$ cat src/rtl/ram_port_arbiter_pkg.sv
// Shared constants and types for the two-requester RAM port arbiter.
// Holds the RAM address width, requester count, FSM encoding and the round-robin pick.
package ram_port_arbiter_pkg;

  localparam int A_W   = 9;
  localparam int N_REQ = 2;

  localparam logic [0:0] ST_ARB   = 1'b0;
  localparam logic [0:0] ST_FLUSH = 1'b1;

  // Outstanding-read tag: which requester owns the data returning next cycle.
  typedef struct packed {
    logic valid;
    logic owner;
  } tag_t;

  // rr names the requester holding priority when both ask; a lone requester always wins.
  function automatic logic rr_pick(input logic [N_REQ-1:0] req, input logic rr);
    if (req == 2'b11) return rr;
    return req[1];
  endfunction

endpackage

$ cat src/rtl/ram_port_arbiter.sv
// Round-robin arbiter sharing one single-port RAM between two requesters,
// with a one-cycle RAM clear sequence and read-response routing by tag.
module ram_port_arbiter
  import ram_port_arbiter_pkg::*;
#(
  parameter int ADDR_W = A_W - 1
) (
  input  logic              clk,
  input  logic              rst,
  input  logic              req_0,
  input  logic              we_0,
  input  logic [ADDR_W-1:0] addr_0,
  input  logic [31:0]       wdata_0,
  output logic              gnt_0,
  output logic              rvalid_0,
  output logic [31:0]       rdata_0,
  input  logic              req_1,
  input  logic              we_1,
  input  logic [ADDR_W-1:0] addr_1,
  input  logic [31:0]       wdata_1,
  output logic              gnt_1,
  output logic              rvalid_1,
  output logic [31:0]       rdata_1,
  input  logic              flush_req,
  output logic              flush_done,
  output logic              ram_ena,
  output logic              ram_wea,
  output logic              ram_flush,
  output logic [31:0]       ram_din,
  output logic [ADDR_W-1:0] ram_addr,
  input  logic [31:0]       ram_dout,
  input  logic              ram_read_valid
);

  logic [0:0]       state_q, state_d;
  logic             rr_q, rr_d;
  tag_t             tag_q, tag_d;
  logic             flush_done_q, flush_done_d;

  logic [N_REQ-1:0] req_v;
  logic             arb_open;
  logic             flush_hit;
  logic             any_gnt;
  logic             winner;
  logic             win_we;
  logic             resp_ok;

  // NOTE: every signal written here gets a default before any branch, so no path
  // leaves one unassigned and no latch is inferred.
  always_comb begin
    req_v        = {req_1, req_0};
    flush_hit    = !rst && (state_q == ST_ARB) && flush_req;
    arb_open     = !rst && (state_q == ST_ARB) && !flush_req;
    any_gnt      = arb_open && (|req_v);
    winner       = rr_pick(req_v, rr_q);
    win_we       = winner ? we_1 : we_0;

    gnt_0        = any_gnt && !winner;
    gnt_1        = any_gnt && winner;
    ram_ena      = any_gnt;
    ram_wea      = any_gnt && win_we;
    ram_addr     = winner ? addr_1 : addr_0;
    ram_din      = winner ? wdata_1 : wdata_0;
    ram_flush    = !rst && (state_q == ST_FLUSH);

    state_d      = state_q;
    case (state_q)
      ST_ARB:   if (flush_req) state_d = ST_FLUSH;
      ST_FLUSH: state_d = ST_ARB;
      default:  state_d = ST_ARB;
    endcase

    rr_d         = any_gnt ? !winner : rr_q;
    // The tag only survives one cycle: it marks exactly the read granted now.
    tag_d.valid  = any_gnt && !win_we;
    tag_d.owner  = winner;
    flush_done_d = (state_q == ST_FLUSH);
  end

  // A response landing while a flush is being accepted or under reset is dropped.
  always_comb begin
    resp_ok  = ram_read_valid && tag_q.valid && !rst && !flush_hit;
    rvalid_0 = resp_ok && !tag_q.owner;
    rvalid_1 = resp_ok && tag_q.owner;
    rdata_0  = ram_dout;
    rdata_1  = ram_dout;
  end

  assign flush_done = flush_done_q;

  // NOTE: sequential state uses non-blocking assignments so all flops update
  // together from values computed before the edge.
  always_ff @(posedge clk) begin
    if (rst) begin
      state_q      <= ST_ARB;
      rr_q         <= 1'b0;
      tag_q        <= '0;
      flush_done_q <= 1'b0;
    end else begin
      state_q      <= state_d;
      rr_q         <= rr_d;
      tag_q        <= tag_d;
      flush_done_q <= flush_done_d;
    end
  end

endmodule

$ cat config.mk
export PLATFORM = sky130hd
export DESIGN_NAME = ram_port_arbiter
export DESIGN_NICKNAME = d
export VERILOG_FILES = /design/src/rtl/ram_port_arbiter_pkg.sv /design/src/rtl/ram_port_arbiter.sv
export SDC_FILE = /design/constraint.sdc
export NUM_CORES = 1
export LEC_CHECK = 0
export CAP_MARGIN = 20
export CORE_AREA = 2 2 89 91
export CTS_CLUSTER_SIZE = 12
export DETAILED_ROUTE_END_ITERATION = 16
export DIE_AREA = 0 0 91 93
export GPL_TIMING_DRIVEN = 0
export PLACE_DENSITY_LB_ADDON = 0.25
export SYNTH_ARGS = -nofsm -noshare
export SYNTH_HDL_FRONTEND = slang
export SYNTH_SLANG_ARGS = --single-unit
$ cat constraint.sdc
create_clock -name clk -period 2 [get_ports clk]
set_clock_uncertainty 0.2 [all_clocks]
set_input_delay 0.4 -clock clk [delete_from_list [all_inputs] [get_ports clk]]
set_output_delay 0.4 -clock clk [all_outputs]
set_load 0.02 [all_outputs]
==> impl_metrics.csv <==
group,metric,value,unit
placed_design,place.gp.congestion,0.739,
placed_design,dpl-instance-area,3330,sq um
detailed_routing,drt_iter0_drc,21,
die,pin_count,232,
pwr,cellPowerDensity,345,nW/um^2
sta,fmax,476,MHz
global_route,grt_max_degree,11,
die,start_util,16.3,%
synthesis,synth_compound_area_share,4.29,%
synthesis,syn-cell-area,1220,sq um
critical_path,crit_path_end_kind,"output port",
sta,drv_slew,0,
die,coreArea,7530,sq um
synthesis,syn_avg_cell_area,8.88,sq um
critical_path,start_kind,"register",
layout,finalNetCount,470,
synthesis,synthAdderAreaFrac,0,%
synthesis,synth_cell_types,20,
sta,rsz0062_at_grt,"yes",
critical_path,critPathMaxStageDelay,340,ps
synthesis,synth_area_leaders,"buf_4 (39%), mux2_2 (34%), dfxtp_1 (8.2%)",
layout,multi_input_area,743,sq um
cts,clock_latency,220,ps
synthesis,netlist.top_cell.by_area,"buf_4",
cts,root_buffer,"clkbuf_8",
synthesis,synth_nets,258,
layout,num_antenna_cells,0,
detailed_routing,vias,1702,
critical_path,crit_fanout,5,
synthesis,ys_seq_area_share,8.17,%
synthesis,synth_xor_xnor_area_share,0,%
layout,seqCellArea,105,sq um
placed_design,place_ws,-1060,ps
die,num_rows,32,
synthesis,synth_enable_flop_cells,0,
synthesis,synth_warnings,0,
cts,clock_path_buffers,2,
synthesis,synth_top_family_by_area,"buffers and inverters",
hold_path,hold_path.class,"primary input to register",
detailed_routing,avgViaCountPerCell,3.77,
synthesis,synth_cells,138,
die,die_x,91,um
cts,clkSinkCount,5,
synthesis,synth.area.mux_share,36.8,%
status,status,"complete, but fails checks",
pwr,p_total,0.00128,W
critical_path,crit_type,"register to output port",
sta,fin_crit,2100,ps
layout,drive_gt1_share,50.7,%
die,die-area,8460,sq um
global_route,grtUsageTotal,11.8,%
layout,n_fill_cell,734,
sta,slew_headroom,82.0,%
global_route,grt_pass1_wl,8260,um
critical_path,crit_chain,"o21ai_4, buf_6, buf_8, mux2_2, buf_6",
synthesis,ys.flop_type,"dfxtp_1",
layout,final_cells,451,
detailed_routing,drtPass1Iterations,4,
detailed_routing,wl_per_cell,12.6,um
sta,hold_viol,0,
synthesis,synth-simple-area-share,6.54,%
critical_path,worstPathArrival,1500,ps
cts,htree_levels,1,
global_route,grt-ovfl-total,0,
synthesis,yosysMostFrequentCell,"buf_4",
layout,fin_area,3690,sq um
detailed_routing,drc,0,
die,die_y,93,um
sta,fin_crit_sh,105,%
placed_design,place_inst,438,
cts,clk_pin_slew,40,ps
critical_path,slowest_stage,"dfxtp_4",
critical_path,required,1400,ps
detailed_routing,ant_nets,0,
synthesis,synth.top_cell.area_share,39.2,%
synthesis,synth.top_cells.by_count,"buf_4 (64), mux2_2 (37), dfxtp_1 (5)",
pwr,peakVddDrop,0.000168,V
layout,syn2layout_area_growth,202,%
sta,worst_slew_pin_slew,270,ps
synthesis,synthArstFlopShare,0,%
status,violations,"negative setup slack",
critical_path,cp_top_family,"buffers and inverters",
cts,cts_tree,"built",
sta,setup_slack,-99.4,ps
placed_design,place_hpwl,4640,um
critical_path,crit_buf_inv,3,
global_route,grt_pass1_vias,1777,
synthesis,ys_ff_latch,5,
cts,cts_inserted_buffers,3,
critical_path,crit_path_frequent_cell,"buf_6",
run,maxCapViolCount,0,
pwr,p_leak,1.74,nW
global_route,antenna_found_initial,0,
placed_design,port_buffers,198,
detailed_routing,finalWirelength,5700,um
sta,setup_viol,41,
==> metrics by stage <==
stage          setup TNS, ps  utilization (%)  hold slack [ps]
2_1_floorplan              0                -              289
3_3_place_gp          -44400             44.3              315
3_5_place_dp          -44890             44.3              313
4_1_cts                -4790             48.4              276
5_1_grt                -5750             49.1              282
6_report               -3250             49.1              267
==> repair_timing <==
item                                    in CTS  in global routing
resized for setup                          301                 35
hold buffers                                 0                  0
endpoints found under the setup margin      46                 45
pin swaps                                    1                  1
cloned                                       2                  1
setup buffers                               11                  0
==> kinds of logic (layout without fill, tap and decap cells) <==
group,Yosys count,after routing
AO/OA/AOI/OAI,7,7
buffers and inverters,72,283
flip-flops,5,5
AND/OR/NAND/NOR,14,14
multiplexers,40,40
==> layer usage <==
layer | GRT usage, % | wire length (um)
met1 | 13.0 | 2000
met3 | 3.46 | 532
met5 | 0 | 0
met2 | 22.2 | 3120
met4 | 2.78 | 42
==> final timing paths <==
check | startpoint | to | slack [ps] | cells after the start
min reg2reg | flush_done_d | flush_done | 330 | 1
max | rr_q | ram_din[16] | -100 | 5
min | req_1 | rr_q | 270 | 2
max reg2reg | rr_q | tag_q[0] | 710 | 5
==> where the power goes <==
| part | leakage, nW | switching, W | internal, W |
|---|---|---|---|
| sequential | 0.0421 | 0.00000490 | 0.000106 |
| combinational | 1.68 | 0.000368 | 0.000614 |
| clock | 0.0228 | 0.0000465 | 0.000137 |
==> state kept, by name, summed over array words and instances (netlist names) <==
signal,cells
flush_done_d,1
rr_q,1
flush_done,1
tag_q,2
==> cell type report <==
cell class              count  share of cell area [%]
repair buffers            210                    58.4
inverters                   3                   0.305
flip-flops and latches      5                    2.85
clock buffers               4                    1.22
multi-input cells          61                    20.1
plain buffers              66                    13.7
well taps                 102                    3.46
==> placed cells by master, fill, tap and decap left out, types with 2 or more instances in the layout <==
cell type and instances:
clkdlybuf4s50_1 148, buf_4 70, buf_6 44, mux2_4 33
mux2_2 7, buf_2 5, nor2b_1 3, nor2_1 3
clkbuf_8 3, dfxtp_1 3, inv_1 2, buf_12 2
a21oi_1 2, buf_8 2
(Power assumes the default switching activity.)
